## config.mk

```make
export PLATFORM = sky130hd
export DESIGN_NAME = core_seq_ctrl
export DESIGN_NICKNAME = d
export VERILOG_FILES = /design/src/rtl/core_seq_ctrl.sv
export SDC_FILE = /design/constraint.sdc
export NUM_CORES = 1
export LEC_CHECK = 0
export CELL_PAD_IN_SITES_DETAIL_PLACEMENT = 0
export CELL_PAD_IN_SITES_GLOBAL_PLACEMENT = 1
export CORE_ASPECT_RATIO = 1.1
export CORE_MARGIN = 4
export CORE_UTILIZATION = 38
export DETAILED_ROUTE_END_ITERATION = 6
export PLACE_DENSITY = 0.84
export SLEW_MARGIN = 20
export SYNTH_ARGS = -nofsm -noshare
export SYNTH_HDL_FRONTEND = slang
export SYNTH_SLANG_ARGS = --single-unit
```

## constraint.sdc

```tcl
create_clock -name clk -period 4.1 [get_ports clk]
set_clock_uncertainty 0.15 [all_clocks]
set_input_delay 0.82 -clock clk [delete_from_list [all_inputs] [get_ports clk]]
set_output_delay 0.82 -clock clk [all_outputs]
set_load 0.03 [all_outputs]
```

## src/rtl/core_seq_ctrl.sv

```systemverilog
// ============================================================================
//  Module      : core_seq_ctrl
//  Description : Multi-cycle FETCH/DECODE/EXEC/MEM/WB sequencer owning PC and
//                the instruction register, with memory-timeout bus error.
//  Revision    : 1.0 - initial release
// ============================================================================
`default_nettype none

module core_seq_ctrl #(
    parameter logic [31:0] RST_PC  = 32'h0000_0000,
    parameter int          TIMEOUT = 15,
    parameter int          CNT_W   = 4
) (
    input  logic        clk,
    input  logic        rst_n,
    input  logic        run,
    output logic        imem_req,
    output logic [31:0] imem_addr,
    input  logic        imem_ready,
    input  logic [31:0] imem_rdata,
    output logic [31:0] pc,
    output logic [31:0] instr,
    input  logic [5:0]  ds_ctrl,
    input  logic        alu_zero,
    input  logic [31:0] br_offset,
    output logic        alu_b_sel,
    output logic        dmem_req,
    output logic        dmem_we,
    input  logic        dmem_ready,
    output logic        reg_wen,
    output logic        wb_sel,
    output logic        retire,
    output logic [31:0] instr_cnt,
    output logic        bus_err,
    output logic [2:0]  state
);

    localparam logic [2:0] S_IDLE   = 3'd0;
    localparam logic [2:0] S_FETCH  = 3'd1;
    localparam logic [2:0] S_DECODE = 3'd2;
    localparam logic [2:0] S_EXEC   = 3'd3;
    localparam logic [2:0] S_MEM    = 3'd4;
    localparam logic [2:0] S_WB     = 3'd5;
    localparam logic [2:0] S_ERR    = 3'd6;

    localparam logic [CNT_W-1:0] c_timeout = CNT_W'(TIMEOUT);
    localparam logic [CNT_W-1:0] c_one     = CNT_W'(1);

    logic [2:0]       r_state;
    logic [2:0]       w_next;
    logic [31:0]      r_pc;
    logic [31:0]      r_instr;
    logic [31:0]      r_cnt;
    logic             r_retire;
    logic             r_bus_err;
    logic [CNT_W-1:0] r_wait;

    logic w_retire_now;
    logic w_br_taken;
    logic w_load_instr;
    logic w_wait_inc;

    logic w_branch, w_mem_read, w_mem_write, w_mem2reg, w_alu_src, w_reg_write;
    assign {w_branch, w_mem_read, w_mem_write, w_mem2reg, w_alu_src, w_reg_write} = ds_ctrl;

    // State register
    always_ff @(posedge clk or negedge rst_n) begin
        if (!rst_n) begin
            r_state <= S_IDLE;
        end else begin
            r_state <= w_next;
        end
    end

    // Next-state logic
    always_comb begin
        w_next       = r_state;
        w_retire_now = 1'b0;
        w_br_taken   = 1'b0;
        w_load_instr = 1'b0;
        w_wait_inc   = 1'b0;
        case (r_state)
            S_IDLE: begin
                if (run) w_next = S_FETCH;
            end
            S_FETCH: begin
                if (imem_ready) begin
                    w_next       = S_DECODE;
                    w_load_instr = 1'b1;
                end else if (r_wait == c_timeout) begin
                    w_next = S_ERR;
                end else begin
                    w_wait_inc = 1'b1;
                end
            end
            S_DECODE: w_next = S_EXEC;
            S_EXEC: begin
                if (w_branch) begin
                    w_retire_now = 1'b1;
                    w_br_taken   = alu_zero;
                end else if (w_mem_read || w_mem_write) begin
                    w_next = S_MEM;
                end else if (w_reg_write) begin
                    w_next = S_WB;
                end else begin
                    w_retire_now = 1'b1;
                end
            end
            S_MEM: begin
                if (dmem_ready) begin
                    if (w_mem_read) w_next = S_WB;
                    else            w_retire_now = 1'b1;
                end else if (r_wait == c_timeout) begin
                    w_next = S_ERR;
                end else begin
                    w_wait_inc = 1'b1;
                end
            end
            S_WB:    w_retire_now = 1'b1;
            S_ERR:   w_next = S_ERR;
            default: w_next = S_IDLE;
        endcase
        // run is only consulted when an instruction leaves the pipeline
        if (w_retire_now) w_next = run ? S_FETCH : S_IDLE;
    end

    // Output logic, decoded from the current state only
    always_comb begin
        imem_req  = 1'b0;
        dmem_req  = 1'b0;
        dmem_we   = 1'b0;
        reg_wen   = 1'b0;
        wb_sel    = 1'b0;
        alu_b_sel = 1'b0;
        case (r_state)
            S_FETCH: imem_req = 1'b1;
            S_EXEC:  alu_b_sel = w_alu_src;
            S_MEM: begin
                dmem_req  = 1'b1;
                dmem_we   = w_mem_write;
                alu_b_sel = w_alu_src;
            end
            S_WB: begin
                reg_wen   = 1'b1;
                wb_sel    = w_mem2reg;
                alu_b_sel = w_alu_src;
            end
            default: ;
        endcase
    end

    // PC, instruction register, retire bookkeeping and wait counter
    always_ff @(posedge clk or negedge rst_n) begin
        if (!rst_n) begin
            r_pc      <= RST_PC;
            r_instr   <= 32'd0;
            r_cnt     <= 32'd0;
            r_retire  <= 1'b0;
            r_bus_err <= 1'b0;
            r_wait    <= '0;
        end else begin
            r_retire <= w_retire_now;
            if (w_load_instr) r_instr <= imem_rdata;
            if (w_retire_now) begin
                r_pc  <= w_br_taken ? (r_pc + br_offset) : (r_pc + 32'd4);
                r_cnt <= r_cnt + 32'd1;
            end
            if (w_next == S_ERR) r_bus_err <= 1'b1;
            // every state change is an entry, so FETCH/MEM always start from zero
            if (w_next != r_state)  r_wait <= '0;
            else if (w_wait_inc)    r_wait <= r_wait + c_one;
        end
    end

    assign imem_addr = r_pc;
    assign pc        = r_pc;
    assign instr     = r_instr;
    assign retire    = r_retire;
    assign instr_cnt = r_cnt;
    assign bus_err   = r_bus_err;
    assign state     = r_state;

endmodule

`default_nettype wire
```

==> results.yml, run 1 <==
clocking:
  post_cts_resized: 0
  cts_hold_buf: 0
  clkSinkCount: 105
  cts_buffers: 9
  htree_levels: 3
  tritoncts: "done"
  post_cts_buffers: 0
  cts_root_buffer: "clkbuf_16"
  clkLatencyLatePin_ns: 0.36
  cts_buffer_depth: 2
  clk_pin_slew_ns: 0.08
synth:
  synth-edff-count: 0
  synth_cells: 741
  ys_ff_latch: 105
  ys_types: 81
  synth-seq-area-share_pct: 37.7
  synth_fp_nets: 852
  synth_warnings: 0
  syn-cell-area_mm2: 0.00697
  syn_avg_cell_area_um2: 9.41
  synth_flop_cell: "dfrtp_1"
  postSynth.asyncResetShare_pct: 100
timing:
  slew_headroom_pct: 57.1
  fin_crit_ns: 3.42
  tns_ns: 0
  finalMaxSlewViolations: 0
  finalSetupViolations: 0
  fin_hold_ws_ns: 0.329
  tightest_slew_ns: 0.644
  rsz0062_at_grt: "false"
  fin_crit_sh_pct: 83.5
  hold_viol: 0
  max_freq_mhz: 292
drt:
  top_layer: "met4"
  wire_per_inst_um: 17.1
  ant_nets: 0
  drc: 0
  drtIter0Drc: 303
  wl_met1_mm: 8.42
  via_count: 6119
  vias_per_cell: 5.27
  firstDrtPassIters: 5
  totalWireLength_mm: 19.8
  wl_met3_mm: 1.45
  wl_met2_mm: 9.73
critical_path:
  reg2reg_from: "imem_addr[0]"
  critical_path_class: "input port to flip-flop"
  critPathRequiredTime_ns: 4.18
  cp-end-kind: "flip-flop"
  r2r_cells: 11
  start_kind: "input port"
  r2r_slack_ns: 1.10
  crit_arrival_ns: 3.50
  cp_max_fo: 4
  worstReg2RegEnd: "imem_addr[30]"
cells_and_area:
  area_delta_synth_final_pct: 34.9
  final_cell_mix: "clkdlybuf4s50_1 (213), dfrtp_1 (105), a21oi_1 (70), nand2_1 (67), nor2_1 (58)"
  nets: 1029
  layout-drive-gt1-share_pct: 10.8
  final_common_cell: "clkdlybuf4s50_1"
  diodes: 0
placement:
  gp_congestion: 0.881
  dp_hpwl_mm: 15.1
  io_buffers: 214
grt:
  grt_max_degree: 47
  grt_first_pass_wirelength_mm: 30.8
  grt_use_total_pct: 18.7
  antenna_found_initial: 0
  grt_overflow_total: 0
  grt_pass1_vias: 6020
floorplan:
  fp-row-count: 51
  core-area_mm2: 0.0179
  start_util_pct: 39.0
  fp.dieW_um: 137
  die_area_mm2: 0.0206
  io_pins: 215
  dieHeight_um: 150
power:
  ir_drop_v: 0.000406
  power_density_mw_per_mm2: 751
  power_mw: 7.06
  power_leakage_nw: 3.86
job:
  maxCapViolCount: 0
min_path:
  min_path_type: "input port to asynchronous set/reset pin"
status:
  outcome: "finished, final reports clean"
## logic make-up (layout without fill, tap and decap cells)
| logic type | Yosys count | count (layout) | share of synthesized area, % |
|---|---|---|---|
| buf+inv | 73 | 255 | 6.00 |
| simple gates | 243 | 243 | 19.0 |
| xor+xnor | 62 | 62 | 7.79 |
| fa+ha+maj | 35 | 35 | 6.39 |
| compound gates | 188 | 188 | 17.5 |
| flops | 105 | 105 | 37.7 |
| mux | 35 | 35 | 5.67 |
## metrics by stage
| stage | cell area (µm²) | std cells | utilization [%] | worst slack, ns |
|---|---|---|---|---|
| floorplan | 6970 | 741 | - | 1.04 |
| global placement | 9110 | 1145 | 51.0 | 0.326 |
| detailed placement | 9110 | 1145 | 51.0 | 0.291 |
| CTS | 9400 | 1161 | 52.6 | 0.665 |
| global route | 9400 | 1161 | 52.6 | 0.440 |
| finish | 9400 | 1161 | 52.6 | 0.675 |
## registers in the layout, indices dropped and copies added (netlist names)
name       flops
instr_cnt     32
state          3
retire         1
bus_err        1
imem_addr     32
r_wait         4
instr         32
## worst max-delay path by stage
| stage | start | to | slack [ns] | depth (start not counted) |
|---|---|---|---|---|
| finish | br_offset[0] | imem_addr[30] | 0.68 | 12 |
| global route | br_offset[0] | imem_addr[30] | 0.44 | 12 |
| CTS | br_offset[0] | imem_addr[30] | 0.66 | 12 |
| detailed placement | br_offset[0] | imem_addr[30] | 0.29 | 12 |
| global placement | br_offset[0] | imem_addr[30] | 0.33 | 12 |
| floorplan | br_offset[0] | imem_addr[30] | 1.04 | 11 |
## synthesized netlist by cell type (3+ instances only)
| library cell | count | area, µm² |
|---|---|---|
| dfrtp_1 | 105 | 2630 |
| a21oi_1 | 70 | 350 |
| nand2_1 | 67 | 251 |
| nor2_1 | 58 | 218 |
| xnor2_1 | 44 | 385 |
| nand3_1 | 36 | 180 |
| ha_1 | 34 | 425 |
| o21ai_0 | 34 | 170 |
| buf_4 | 33 | 248 |
| mux2_2 | 32 | 360 |
| xor2_1 | 18 | 158 |
| clkbuf_1 | 16 | 60.1 |
| inv_1 | 15 | 56.3 |
| nand4_1 | 14 | 87.6 |
| o22ai_1 | 13 | 81.3 |
| and3_1 | 11 | 68.8 |
| o21bai_1 | 11 | 82.6 |
| nor3_1 | 10 | 50.1 |
| a21o_1 | 7 | 52.6 |
| nand2b_1 | 5 | 31.3 |
| o32ai_1 | 5 | 43.8 |
| a211oi_1 | 4 | 30.0 |
| a31oi_1 | 4 | 25.0 |
| nor3_2 | 4 | 40.0 |
| or2_2 | 4 | 25.0 |
| and3_4 | 3 | 33.8 |
| and4_1 | 3 | 26.3 |
| buf_2 | 3 | 15.0 |
| nand4_4 | 3 | 63.8 |
| nor3b_1 | 3 | 22.5 |
| nor4_4 | 3 | 63.8 |
| o211ai_1 | 3 | 22.5 |
| o21a_1 | 3 | 22.5 |
## metal layers
layer	vias to the layer above	track usage (%)
met4	0	4.84
met3	19	4.00
li1	3013	-
met5	-	0
met1	2885	23.0
met2	202	33.2
## power by group
part / internal, mW / switching, mW / total (mW) / leakage, nW
Sequential: 1.39 / 0.478 / 1.87 / 1.34
Combinational: 1.85 / 2.48 / 4.33 / 2.38
Clock: 0.430 / 0.431 / 0.861 / 0.142
## final cells by class
cell class / instances / area, µm²
clock buffers: 10 / 229
clock inverters: 6 / 57.6
fillers: 1656 / 8470
inverters: 17 / 65.1
multi-input cells: 563 / 3930
flip-flops and latches: 105 / 2630
well taps: 238 / 298
repair buffers: 222 / 2200
## critical path, stage by stage
cell	delay, ns
clkdlybuf4s50_1	0.40
ha_1	0.22
fa_1	0.42
a21oi_1	0.19
o21ai_1	0.12
nand3_1	0.16
a31oi_1	0.15
a311oi_2	0.35
o22ai_1	0.21
a21oi_1	0.21
xor2_1	0.16
a21oi_1	0.08
(Power assumes the default switching activity.)
==> inputs of run 2 (changes only) <==
- CORE_UTILIZATION: 38 -> 32
- PLACE_DENSITY: 0.84 -> 0.75
- clock period: 4.1 -> 2.8 ns (I/O delays scaled with it)
==> results.yml, run 2 (synthesis results as in run 1) <==
status:
  outcome: "finished, violations left"
  violations: "setup timing"
floorplan:
  core-area_mm2: 0.0214
  start_util_pct: 32.6
  fp-row-count: 56
  io_pins: 215
  die_area_mm2: 0.0242
  fp.dieW_um: 149
  dieHeight_um: 163
timing:
  rsz0062_at_grt: "true"
  fin_hold_ws_ns: 0.0241
  hold_viol: 0
  tns_ns: -0.0272
  slew_headroom_pct: 64.6
  finalMaxSlewViolations: 0
  fin_crit_ns: 2.83
  max_freq_mhz: 354
  tightest_slew_ns: 0.531
  fin_crit_sh_pct: 101
  finalSetupViolations: 1
  final.setup.worst_slack_ns: -0.0272
critical_path:
  r2r_cells: 10
  critical_path_class: "input port to flip-flop"
  critPathBufInv: 2
  cp_max_fo: 7
  r2r_slack_ns: 0.06
  critPathSlowestCell: "clkdlybuf4s50_1"
  crit_family: "compound AO/OA/AOI/OAI gates"
  start_kind: "input port"
  worstReg2RegEnd: "imem_addr[31]"
  critPathRequiredTime_ns: 2.92
  crit_arrival_ns: 2.95
  slowest_delay_ns: 0.41
  crit_chain: "clkdlybuf4s50_1, ha_1, buf_4, a31o_2, a221o_1, o21ai_4, a31oi_4, mux2i_2, a211o_1, o211ai_2"
  reg2reg_from: "imem_addr[4]"
  cp-end-kind: "flip-flop"
placement:
  placedCellCount: 1326
  io_buffers: 214
  dpl_cell_area_mm2: 0.0102
  dp_worst_setup_slack_ns: -0.654
  dp_hpwl_mm: 17.7
  gp_congestion: 0.840
drt:
  firstDrtPassIters: 4
  drtIter0Drc: 219
  via_count: 6712
  ant_nets: 0
  totalWireLength_mm: 22.8
  drc: 0
  wire_per_inst_um: 16.9
  vias_per_cell: 4.98
cells_and_area:
  final_cell_mix: "clkdlybuf4s50_1 (195), buf_4 (138), dfrtp_1 (103), nand2_1 (67), a21oi_1 (63)"
  layout-drive-gt1-share_pct: 26.5
  diodes: 0
  final_common_cell: "clkdlybuf4s50_1"
  fin_util_pct: 51.0
  nets: 1163
  final_area_mm2: 0.0109
  fin_cells: 1347
  area_delta_synth_final_pct: 56.4
grt:
  grt_overflow_total: 0
  grt_max_degree: 35
  grt_first_pass_wirelength_mm: 36.0
  grt_pass1_vias: 6901
  antenna_found_initial: 1
  grt_use_total_pct: 18.5
power:
  power_mw: 12.0
  power_density_mw_per_mm2: 1100
  ir_drop_v: 0.000589
  power_leakage_nw: 4.62
clocking:
  cts_root_buffer: "clkbuf_16"
  cts_buffer_depth: 2
  cts_buffers: 9
  clkSinkCount: 105
  tritoncts: "done"
  htree_levels: 3
  cts_hold_buf: 0
  clk_pin_slew_ns: 0.08
  clkLatencyLatePin_ns: 0.35
job:
  maxCapViolCount: 0
min_path:
  min_path_type: "input port to asynchronous set/reset pin"
-- run 2: power by group --
| group | total, mW | internal [mW] | switching, mW |
|---|---|---|---|
| Combinational | 8.23 | 3.83 | 4.40 |
| Clock | 1.27 | 0.630 | 0.640 |
| Sequential | 2.50 | 2.04 | 0.459 |
| Total | 12.0 | 6.50 | 5.50 |
-- run 2: worst max-delay path by stage --
stage / startpoint / endpoint / slack [ns] / cells past startpoint
6_report: br_offset[19] / imem_addr[31] / -0.03 / 10
5_1_grt: imem_addr[2] / imem_addr[31] / -0.10 / 10
4_1_cts: br_offset[6] / imem_addr[31] / 0.01 / 12
3_5_place_dp: br_offset[0] / imem_addr[30] / -0.65 / 12
3_3_place_gp: br_offset[0] / imem_addr[30] / -0.66 / 12
2_1_floorplan: br_offset[0] / imem_addr[30] / 0.002 / 11
-- run 2: worst register-to-register path, cell delays in order, from the launching register on --
cell and delay, ns:
dfrtp_1 0.42, ha_4 0.30, o211ai_1 0.11, o211a_1 0.29
nor4_4 0.28, o2111a_2 0.31, o21ai_4 0.08, a31oi_4 0.18
mux2i_2 0.27, a211o_1 0.17, o211ai_2 0.07
-- run 2: cell type report --
cell class              count  area, µm²
multi-input cells         563       4290
clock buffers              10        229
well taps                 290        363
clock inverters             6       57.6
flip-flops and latches    105       2630
fillers                  2005      10500
repair buffers            356       3260
inverters                  17       65.1
-- run 2: what timing repair did --
action                     4_1_cts  5_1_grt
setup buffers                    3        3
gates resized for setup         40       37
setup endpoints to repair       11       11
pin swaps                       23       31
-- run 2: metal layers --
layer	wire, µm	track usage [%]	part of all wire, %
met4	321	4.83	1.4
met5	13	0	0.057
met1	9730	23.3	43
met2	11300	31.9	49
met3	1440	4.40	6.3
==> inputs of run 3 (changes only) <==
- ABC_AREA: not set -> 1
- CORE_UTILIZATION: 32 -> 31
==> results.yml, run 3 <==
cells_and_area:
  final_area_mm2: 0.0115
  fillers: 2884
  multi_input_comb_area_mm2: 0.00478
  layout-drive-gt1-share_pct: 7.43
  diodes: 0
  final_common_cell: "nand2_1"
  fin_util_pct: 42.8
  area_delta_synth_final_pct: 36.5
  register_area_mm2: 0.00263
  nets: 1668
  final_cell_mix: "nand2_1 (493), clkdlybuf4s50_1 (209), inv_1 (180), nor2_1 (121), dfrtp_1 (104)"
synth:
  postSynth.asyncResetShare_pct: 100
  synth-edff-count: 0
  ys_types: 42
  syn_avg_cell_area_um2: 6.39
  synth_warnings: 0
  synthTopCellsByCount: "nand2_1 (493), inv_1 (180), nor2_1 (121)"
  synth_fp_nets: 1434
  synth_cells: 1323
  ys_ff_latch: 105
  synth-seq-area-share_pct: 31.1
  yosysMostFrequentCell: "nand2_1"
  netlist.area_leader.share_pct: 31.1
  synth_flop_cell: "dfrtp_1"
  synth_area_leader_cell: "dfrtp_1"
  synthTopCellsByArea: "dfrtp_1 (31%), nand2_1 (22%), inv_1 (8.0%), nor2_1 (5.4%), ha_1 (5.0%)"
  syn-cell-area_mm2: 0.00846
placement:
  dp_hpwl_mm: 24.7
  dp_worst_setup_slack_ns: -0.0964
  dpl_cell_area_mm2: 0.0112
  gp_congestion: 0.914
  io_buffers: 214
drt:
  ant_nets: 0
  drtIter0Drc: 557
  wire_per_inst_um: 16.1
  drc: 1
  firstDrtPassIters: 7
  vias_per_cell: 4.70
  via_count: 9016
  totalWireLength_mm: 30.9
floorplan:
  die_area_mm2: 0.0300
  core-area_mm2: 0.0270
  fp-row-count: 63
  fp.dieW_um: 165
  dieHeight_um: 181
  io_pins: 215
  start_util_pct: 31.4
timing:
  slew_headroom_pct: 57.2
  tightest_slew_ns: 0.642
  max_freq_mhz: 379
  hold_viol: 0
  final.setup.worst_slack_ns: 0.162
  rsz0062_at_grt: "false"
  fin_crit_sh_pct: 94.2
  fin_crit_ns: 2.64
  finalSetupViolations: 0
  finalMaxSlewViolations: 0
  fin_hold_ws_ns: 0.0660
critical_path:
  crit_arrival_ns: 1.93
  cp-end-kind: "primary output"
  start_kind: "flip-flop"
  r2r_cells: 12
  critPathRequiredTime_ns: 2.09
  critical_path_class: "flip-flop to primary output"
  cp_max_fo: 7
clocking:
  clkLatencyLatePin_ns: 0.36
  cts_hold_buf: 0
  cts_buffer_depth: 2
  post_cts_buffers: 0
  htree_levels: 3
  cts_root_buffer: "clkbuf_16"
  clkSinkCount: 105
  cts_buffers: 9
  post_cts_resized: 0
  tritoncts: "done"
  clk_pin_slew_ns: 0.08
grt:
  grt_use_total_pct: 20.5
  grt_max_degree: 43
  grt_pass1_vias: 8906
  grt_first_pass_wirelength_mm: 48.3
  grt_overflow_total: 0
  antenna_found_initial: 0
power:
  ir_drop_v: 0.000588
  seq_power_share_pct: 22.7
  power_density_mw_per_mm2: 1040
  power_switching_mw: 6.26
  power_mw: 12.0
  power_frac_comb_pct: 65.6
  power_leakage_nw: 5.90
  clock_power_share_pct: 11.7
  p_int_mw: 5.74
  swShare_pct: 52.2
job:
  maxCapViolCount: 0
status:
  violations: "DRC"
  outcome: "finished, violations left"
min_path:
  min_path_type: "input port to asynchronous set/reset pin"
[run 3: cell count changes in the layout (fill, tap and decap cells not counted), moves of 15 or more]
cell     change
ha_1        +17
nand3_1     +49
mux2_2      -32
nor2_1      +67
inv_1      +166
nand2_1    +426
xnor2_1     -28
ha_4        -16
buf_4       -76
nor3_1      +15
[run 3: cell type report]
| type | count | area share (%) |
|---|---|---|
| clock inverter | 7 | 0.845 |
| tap | 357 | 3.87 |
| sequential | 105 | 22.8 |
| timing repair buffer | 278 | 23.2 |
| clock buffer | 9 | 1.95 |
| inverter | 183 | 5.95 |
| multi-input combinational | 980 | 41.4 |
[run 3: power groups by stage]
stage                     clock network (mW)  logic (mW)  registers (mW)
after floorplan                            0        3.90            3.59
after global placement                     0        7.88            2.73
after detailed placement                   0        7.89            2.73
after CTS                               1.45        7.92            2.72
after global routing                    1.50        8.62            2.80
final                                   1.41        7.88            2.72
[run 3: stage by stage]
stage                     TNS [ns]  instances
after CTS                        0       1919
after floorplan                  0       1323
after detailed placement    -0.489       1903
after global routing             0       1919
final                            0       1919
after global placement     -0.0938       1903
[run 3: cells by family after synthesis]
logic type               count (synthesis)  share of synthesized area, %
buffers and inverters                  238                          12.4
AO/OA/AOI/OAI                          108                          6.79
XOR/XNOR                                45                          4.66
flip-flops                             105                          31.1
AND/OR/NAND/NOR                        792                          39.8
adder cells (fa/ha/maj)                 35                          5.27
[run 3: path summary, 6_finish.rpt]
check                             startpoint             to  slack [ns]
worst max-delay path                state[0]        reg_wen        0.16
worst min-delay path                   rst_n  instr_cnt[20]        0.07
worst max register to register  imem_addr[2]  imem_addr[29]        0.43
worst min register to register       bus_err        bus_err        0.32
max in group asynchronous              rst_n       state[1]        1.80
min in group clk                     bus_err        bus_err        0.32
[run 3: routing by layer]
layer	vias to the layer above	share of wire, %	global-route usage [%]
li1	4601	-	-
met1	4079	43	26.5
met2	297	47	34.2
met3	39	7.2	4.79
met4	0	2.4	5.31
met5	-	0	0
[run 3: worst max-delay path: stages (launching register included)]
cell             delay [ns]
dfrtp_1                0.47
inv_2                  0.12
nor2_1                 0.14
nand2_1                0.12
inv_1                  0.07
clkdlybuf4s50_1        0.66
